$ cat config.mk
export PLATFORM = sky130hd
export DESIGN_NAME = mpu_load_stream
export DESIGN_NICKNAME = d
export VERILOG_FILES = /design/src/rtl/mpu_load_stream.sv
export SDC_FILE = /design/constraint.sdc
export NUM_CORES = 1
export LEC_CHECK = 0
export CORE_MARGIN = 2
export CORE_UTILIZATION = 48
export DETAILED_ROUTE_END_ITERATION = 12
export PLACE_DENSITY = 0.81
export SLEW_MARGIN = 20
export SYNTH_ARGS = -nofsm -noshare
export SYNTH_HDL_FRONTEND = slang
export SYNTH_SLANG_ARGS = --single-unit
export TNS_END_PERCENT = 100
$ cat constraint.sdc
create_clock -name clk -period 2.6 [get_ports clk]
set_input_delay 0.26 -clock clk [delete_from_list [all_inputs] [get_ports clk]]
set_output_delay 0.26 -clock clk [all_outputs]
set_load 0.02 [all_outputs]
$ cat src/rtl/mpu_load_stream.sv
// mpu_load_stream: streaming matrix loader, one element per cycle into the MPU register file.
//
// Purpose
//   Accepts a load command (size, destination register, optional transpose),
//   then moves m*n elements from a valid/ready source stream into register-file
//   writes that hold until the register file accepts them. Supports abort.
//
// Ports
//   clk, rst_n            : clock, asynchronous active-low reset
//   req                   : command strobe, sampled only while idle
//   matrix_m_size/n_size  : source rows / columns
//   load_addr             : destination matrix register
//   transpose             : store the transposed source matrix
//   abort                 : cancel the load in progress
//   ack                   : one-cycle pulse, command accepted
//   error                 : dimension error, sticky until the next req
//   busy                  : load in progress
//   done                  : one-cycle pulse after the last write completes
//   in_valid/in_element   : source stream
//   in_ready              : loader can take an element
//   reg_write_en          : register-file write valid (held until reg_ready)
//   reg_ready             : register file accepts the write
//   reg_load_addr         : latched destination register
//   reg_element_out       : element data
//   reg_m_out/reg_n_out   : destination row / column index
//   reg_m_size/reg_n_size : destination dimensions (swapped when transposed)

module mpu_load_stream #(
    parameter int FP            = 32,
    parameter int M_MAX         = 4,
    parameter int N_MAX         = 4,
    parameter int MBITS         = $clog2(M_MAX),
    parameter int NBITS         = $clog2(N_MAX),
    parameter int REG_ADDR_BITS = 3
) (
    input  logic                     clk,
    input  logic                     rst_n,

    input  logic                     req,
    input  logic [MBITS:0]           matrix_m_size,
    input  logic [NBITS:0]           matrix_n_size,
    input  logic [REG_ADDR_BITS-1:0] load_addr,
    input  logic                     transpose,
    input  logic                     abort,
    output logic                     ack,
    output logic                     error,
    output logic                     busy,
    output logic                     done,

    input  logic                     in_valid,
    input  logic [FP-1:0]            in_element,
    output logic                     in_ready,

    output logic                     reg_write_en,
    input  logic                     reg_ready,
    output logic [REG_ADDR_BITS-1:0] reg_load_addr,
    output logic [FP-1:0]            reg_element_out,
    output logic [MBITS:0]           reg_m_out,
    output logic [NBITS:0]           reg_n_out,
    output logic [MBITS:0]           reg_m_size,
    output logic [NBITS:0]           reg_n_size
);

    // Common width able to hold either size port, for the legality compares.
    localparam int SW    = ((MBITS > NBITS) ? MBITS : NBITS) + 1;
    // Element counter covers 0 .. M_MAX*N_MAX.
    localparam int CBITS = $clog2(M_MAX * N_MAX + 1);

    localparam logic [MBITS:0]   ONE_M = (MBITS + 1)'(1);
    localparam logic [NBITS:0]   ONE_N = (NBITS + 1)'(1);
    localparam logic [CBITS-1:0] ONE_C = CBITS'(1);

    typedef enum logic [1:0] {
        S_IDLE,
        S_LOAD,
        S_DRAIN
    } state_t;

    state_t            r_state;
    logic [NBITS:0]    r_n;
    logic              r_tr;
    logic [CBITS-1:0]  r_last;
    logic [CBITS-1:0]  r_cnt;
    logic [MBITS:0]    r_row;
    logic [NBITS:0]    r_col;

    logic [SW-1:0]     w_m;
    logic [SW-1:0]     w_n;
    logic              w_dims_ok;
    logic              w_xfer;
    logic              w_last;
    logic              w_col_wrap;

    assign w_m = SW'(matrix_m_size);
    assign w_n = SW'(matrix_n_size);

    // A transposed load must also fit the swapped destination shape.
    assign w_dims_ok = (w_m != '0) && (w_n != '0)
                    && (w_m <= SW'(M_MAX)) && (w_n <= SW'(N_MAX))
                    && (!transpose
                        || ((w_m <= SW'(N_MAX)) && (w_n <= SW'(M_MAX))));

    // The ack cycle is kept closed so the first element is taken one
    // cycle after the acceptance pulse. A pending write that completes
    // this cycle frees the output stage for a new element.
    assign in_ready = (r_state == S_LOAD) && !ack
                   && (!reg_write_en || reg_ready);

    assign w_xfer     = in_valid && in_ready;
    assign w_last     = (r_cnt == r_last);
    assign w_col_wrap = ((r_col + ONE_N) == r_n);

    always_ff @(posedge clk or negedge rst_n) begin
        if (!rst_n) begin
            r_state         <= S_IDLE;
            ack             <= 1'b0;
            error           <= 1'b0;
            busy            <= 1'b0;
            done            <= 1'b0;
            reg_write_en    <= 1'b0;
            reg_load_addr   <= '0;
            reg_element_out <= '0;
            reg_m_out       <= '0;
            reg_n_out       <= '0;
            reg_m_size      <= '0;
            reg_n_size      <= '0;
            r_n             <= '0;
            r_tr            <= 1'b0;
            r_last          <= '0;
            r_cnt           <= '0;
            r_row           <= '0;
            r_col           <= '0;
        end else begin
            ack  <= 1'b0;
            done <= 1'b0;

            unique case (r_state)
                S_IDLE: begin
                    if (req) begin
                        if (w_dims_ok) begin
                            error         <= 1'b0;
                            ack           <= 1'b1;
                            busy          <= 1'b1;
                            r_n           <= matrix_n_size;
                            r_tr          <= transpose;
                            r_last        <= CBITS'(matrix_m_size)
                                           * CBITS'(matrix_n_size) - ONE_C;
                            r_cnt         <= '0;
                            r_row         <= '0;
                            r_col         <= '0;
                            reg_load_addr <= load_addr;
                            reg_m_size    <= transpose
                                           ? (MBITS + 1)'(matrix_n_size)
                                           : matrix_m_size;
                            reg_n_size    <= transpose
                                           ? (NBITS + 1)'(matrix_m_size)
                                           : matrix_n_size;
                            r_state       <= S_LOAD;
                        end else begin
                            error <= 1'b1;
                        end
                    end
                end

                S_LOAD: begin
                    if (abort) begin
                        r_state      <= S_IDLE;
                        busy         <= 1'b0;
                        reg_write_en <= 1'b0;
                    end else if (w_xfer) begin
                        reg_write_en    <= 1'b1;
                        reg_element_out <= in_element;
                        // Source is row-major; a transposed store swaps
                        // the destination row and column.
                        reg_m_out       <= r_tr ? (MBITS + 1)'(r_col)
                                                : r_row;
                        reg_n_out       <= r_tr ? (NBITS + 1)'(r_row)
                                                : r_col;
                        r_cnt           <= r_cnt + ONE_C;
                        if (w_col_wrap) begin
                            r_col <= '0;
                            r_row <= r_row + ONE_M;
                        end else begin
                            r_col <= r_col + ONE_N;
                        end
                        if (w_last) begin
                            r_state <= S_DRAIN;
                        end
                    end else if (reg_ready) begin
                        reg_write_en <= 1'b0;
                    end
                end

                S_DRAIN: begin
                    if (abort) begin
                        r_state      <= S_IDLE;
                        busy         <= 1'b0;
                        reg_write_en <= 1'b0;
                    end else if (reg_write_en && reg_ready) begin
                        reg_write_en <= 1'b0;
                        done         <= 1'b1;
                        busy         <= 1'b0;
                        r_state      <= S_IDLE;
                    end
                end

                default: begin
                    r_state <= S_IDLE;
                end
            endcase
        end
    end

endmodule

After elaboration in Yosys (flattened, before gate mapping) --
Cells that the tools add are included. W data, S select, Z words.
Storage, ports and cells: bits in registers 74, bits of input ports 48, output and inout port bits 53, logic and storage cells 112
Cells by class: add/sub/neg operators 4, multiply operators 1, order comparisons 2, equality and inequality tests 14, multiplexer cells 44, bitwise operators 1, reductions and logical operators 28
Operators by type and width (count):
- $mux W3 | 12
- $mux W5 | 4
- $mux W1 | 15
- $reduce_and A5 Y1 | 3
- $mux W2 | 7
- $ne A2 B2 Y1 const B | 6
- $pmux W3 S2 | 2
- $pmux W5 S2 | 1
- $logic_and A1 B1 Y1 | 9
- $ne A3 B3 Y1 const B | 3
- $reduce_and A3 Y1 | 3
- $reduce_bool A3 Y1 | 3
- $add A3 B1 Y3 const B | 2
- $le A3 B3 Y1 const B | 2
- $pmux W2 S3 | 1
- $reduce_and A6 Y1 | 1
- $add A5 B1 Y5 const B | 1
- $eq A5 B5 Y1 | 1
- $mul A3 B3 Y5 | 1
- $sub A5 B1 Y5 const B | 1
- $ne A4 B4 Y1 const B | 1
- $reduce_bool A2 Y1 | 2
- $eq A3 B3 Y1 | 1
- $logic_not A1 Y1 | 3
- 8 further kinds | 9

Depth between registers and ports, before layout --
word-level depth 8, gate-level depth with buffers 9, depth with buffers taken out 9

Least setup slack after synthesis --
No wires, ideal clock.
path type reg-to-reg, from register r_state[1], to register r_row[2], setup time 0.121 ns, arrival time 2.003 ns, required time 2.479 ns, setup slack 0.476 ns, cell stages (with the launch flop) 9, path buffers 1, clock period less this slack 2.124 ns, cell sequence dfrtp_1 inv_1 ha_1 nand2b_2 or4b_1 buf_2 nor3_1 mux2_2 a22o_1
On the way: word-level cells in the longest chain between the ends 6, elaborated cells on any way between the ends 13, those cells by class 6 x eq/ne; 1 x mux; 6 x reduce/logical
Ends and longest elaborated chain:
- from (decl) | RTL line 79 | state_t r_state;
- from (signal assigned) | RTL line 115 | r_state <= S_IDLE;
- from (signal assigned) | RTL line 158 | r_state <= S_LOAD;
- from (signal assigned) | RTL line 167 | r_state <= S_IDLE;
- $eq A2 B1 Y1 | RTL line 106, 137
- $logic_and A1 B1 Y1 | RTL line 106 | assign in_ready = (r_state == S_LOAD) && !ack
- $logic_and A1 B1 Y1 | RTL line 107 | && (!reg_write_en || reg_ready);
- $logic_and A1 B1 Y1 | RTL line 109 | assign w_xfer = in_valid && in_ready;
- $ne A2 B2 Y1 (no source line)
- $reduce_and A6 Y1 (no source line)
- to (signal assigned) | RTL line 182 | r_row <= r_row + ONE_M;
- to (decl) | RTL line 84 | logic [MBITS:0] r_row;
Parallel ways exist; a longest one is shown, timed or not. A chain may end at the register's enable or synchronous reset.

Worst setup path after layout --
from register r_state[1], to output in_ready
On the way: word-level cells in the longest chain between the ends 3
Ends and longest elaborated chain:
- $eq A2 B1 Y1 | RTL line 106
- $logic_and A1 B1 Y1 | RTL line 106
- $logic_and A1 B1 Y1 | RTL line 107
- to (decl) | RTL line 52 | output logic in_ready,
Every way passes these cells.

==> impl_metrics.tcl <==
set metrics [dict create \
    tightestPinTransition_ns 0.938 \
    track_usage_pct 21.3 \
    top_usage_layer "met2" \
    antenna_cells 0 \
    synth_common_cells "152 x nand2_1, 74 x dfrtp_1, 23 x o21ai_0" \
    post-route-util_pct 68.0 \
    synth-simple-area-share_pct 22.5 \
    relSlewSlack_pct 37.5 \
    critPathMaxFanout 11 \
    syn_area_per_cell_um2 9.34 \
    ir_drop_uv 605 \
    rrSetupSlack_ns 0.37 \
    place.port_buffers 100 \
    cts.sinks 74 \
    top_register "reg_element_out" \
    synth_flop_cell "dfrtp_1" \
    row_count 31 \
    startpoint_type "flop" \
    coreArea_um2 7210 \
    yosys_warnings 0 \
    h-tree-depth 3 \
    fin_ws_ns 0.255 \
    synth_mux_area_share_pct 3.98 \
    synthAdderAreaFrac_pct 5.71 \
    synth_cells 380 \
    finalHoldViolCount 0 \
    synth_most_common_cell "nand2_1" \
    use_met3_pct 3.69 \
    critPathKind "reg2out" \
    synth-edff-count 0 \
    status "finished, final reports clean" \
    synth_area_leaders "dfrtp_1 52%, nand2_1 16%, ha_1 4.6%, mux2i_1 3.7%, o21ai_0 3.2%" \
    clk_latency_ns 0.34 \
    grt_pass1_vias 2942 \
    power_density_nw_per_um2 1130 \
    rsz0062_at_grt "no" \
    use_met2_pct 34.9 \
    grt_start_max_net_pins 75 \
    regArea_um2 1850 \
    setup-violations-final 0 \
    cts_buffer_depth 2 \
    cp-end-kind "output port" \
    hpwl_um 5910 \
    nets 550 \
    viasPerCell 5.05 \
    cts_tree "done" \
    hold_path_class "in2async" \
    cts_buffers 9 \
    fin_crit_ns 2.34 \
    pre_cts_ws_ns -0.0695 \
    die_h_um 90.0 \
    synth_top_family_by_area "simple AND/OR/NAND/NOR gates" \
    ant_nets 0 \
    synth_top_area_share_pct 52.2 \
    multi_input_area_um2 1580 \
    ctsResizeCount 0 \
    die_w_um 90.0 \
    ctsHoldBuffers 0 \
    regToRegStartpoint "r_state[1]" \
    r2r_cells 8 \
    grt_pass1_wl_um 14000 \
    top_regs "reg_element_out: 32 flops, r_cnt: 5 flops, r_last: 5 flops" \
    ios 101 \
    r2r_end "r_cnt[3]" \
    worstPathArrival_ns 2.08 \
    synth_nets 443 \
    netlist_area_um2 3550 \
    grt-ovfl-total 0 \
    crit_start "r_state[1]" \
    drive_gt1_share_pct 7.93 \
    fin_worst_skew_ns 0.00889 \
    cp-endpoint "in_ready" \
    firstDrtPassIters 5 \
    period_share_pct 90.2 \
    synth.distinct_cells 47 \
    antenna_found_initial 0 \
    vias 2983 \
    largest_reg_flops 32 \
    max_freq_ghz 0.427 \
    synth_compound_area_share_pct 8.74 \
    post-cts-setup-buffer-count 0 \
    max_cap_viol_count 0 \
    drc_errors 0 \
    synthArstFlopShare_pct 100 \
    synth-seq-cells 74 \
    synthXorXnorAreaFrac_pct 3.35 \
    report.final.slew_viol_count 0 \
    root_buffer "clkbuf_8" \
    wirelength_um 8220 \
    start_util_pct 49.2 \
    p_leak_nw 2.33 \
    path_clk_slew_ns 0.08 \
    dieArea_um2 8100 \
    synth_top_area_cell "dfrtp_1" \
    drtIter0Drc 148 \
    final.fill_count 602 \
    power.total_mw 5.53 \
    critPathRequiredTime_ns 2.34 \
    yosysSeqAreaShare_pct 52.2 \
    area_growth_syn_to_layout_pct 38.3 \
    gp_congestion 0.822 \
    hold_slack_ns 0.0494 \
    grtUsageMet1_pct 27.7 \
    wire_per_inst_um 13.9 \
]
[worst max-delay path, cell delays in order, from the launching register on]
cell and delay (ns):
dfrtp_1 0.41, inv_1 0.08, ha_1 0.20, buf_4 0.20
nor3b_1 0.23, clkdlybuf4s50_1 0.64
[layout make-up]
cell class                 count  share of cell area [%]
sequential                    74                    37.7
multi-input combinational    275                    32.2
timing repair buffer         113                    22.3
clock buffer                   9                    2.52
tap                           99                    2.52
clock inverter                 7                    1.66
inverter                      14                    1.07
[layout by cell type (no fill, tap or decap), types with 2 or more instances in the layout]
cell type        netlist  routed
nor2_1                 4       4
a31oi_1                2       2
xor2_1                 4       4
a22o_1                 3       3
nand2_1              152     152
a21o_1                 2       2
fa_1                   2       2
a211o_1                2       2
o31ai_1                2       2
ha_1                  13      13
nand3_1                3       3
nor4_1                 2       2
clkbuf_8               0       9
nand2b_1               5       5
xnor2_1                7       7
a21oi_1                8       8
dfrtp_1               74      74
and2_1                 2       2
clkdlybuf4s50_1        0      99
inv_1                 14      14
buf_4                  0      14
mux2i_1               13      13
or3_1                  3       3
nor3b_1                2       2
o21ai_0               23      23
inv_6                  0       4
[power breakdown]
part | total, mW | leakage [nW] | internal [mW] | switching [mW]
Clock | 0.924 | 0.101 | 0.459 | 0.466
Sequential | 1.99 | 0.930 | 1.65 | 0.349
Combinational | 2.61 | 1.30 | 1.24 | 1.38
Total | 5.53 | 2.33 | 3.34 | 2.19
[per-stage QoR]
stage | TNS [ns] | cells | area (um^2)
after floorplan | 0 | 380 | 3550
after global placement | -0.0187 | 575 | 4700
after detailed placement | -0.0695 | 575 | 4700
after CTS | 0 | 591 | 4910
after global routing | 0 | 591 | 4910
final | 0 | 591 | 4910
[cells by family (layout without fill, tap and decap cells)]
| group | after synthesis | after routing |
|---|---|---|
| AND/OR/NAND/NOR | 185 | 185 |
| multiplexers | 14 | 14 |
| flip-flops | 74 | 74 |
| adder cells (fa/ha/maj) | 15 | 15 |
| AO/OA/AOI/OAI | 49 | 49 |
| XOR/XNOR | 12 | 12 |
| buffers and inverters | 31 | 143 |
[worst min path at each step]
stage                      from                  end  cells past startpoint
after global placement    rst_n        reg_m_size[2]                      1
after global routing      rst_n  reg_element_out[26]                      1
final                     rst_n        reg_n_size[0]                      1
after detailed placement  rst_n        reg_m_size[2]                      1
after CTS                 rst_n  reg_element_out[26]                      1
after floorplan           rst_n                  ack                      0
[metal layers]
| metal | vias up | part of all wire (%) | routed length (um) |
|---|---|---|---|
| met5 | - | 0 | 0 |
| met4 | 0 | 2.2 | 180 |
| met3 | 15 | 3.7 | 308 |
| met2 | 78 | 50 | 4130 |
| met1 | 1430 | 44 | 3600 |
| li1 | 1460 | - | - |
No activity file was read; power rests on OpenSTA's default activity.
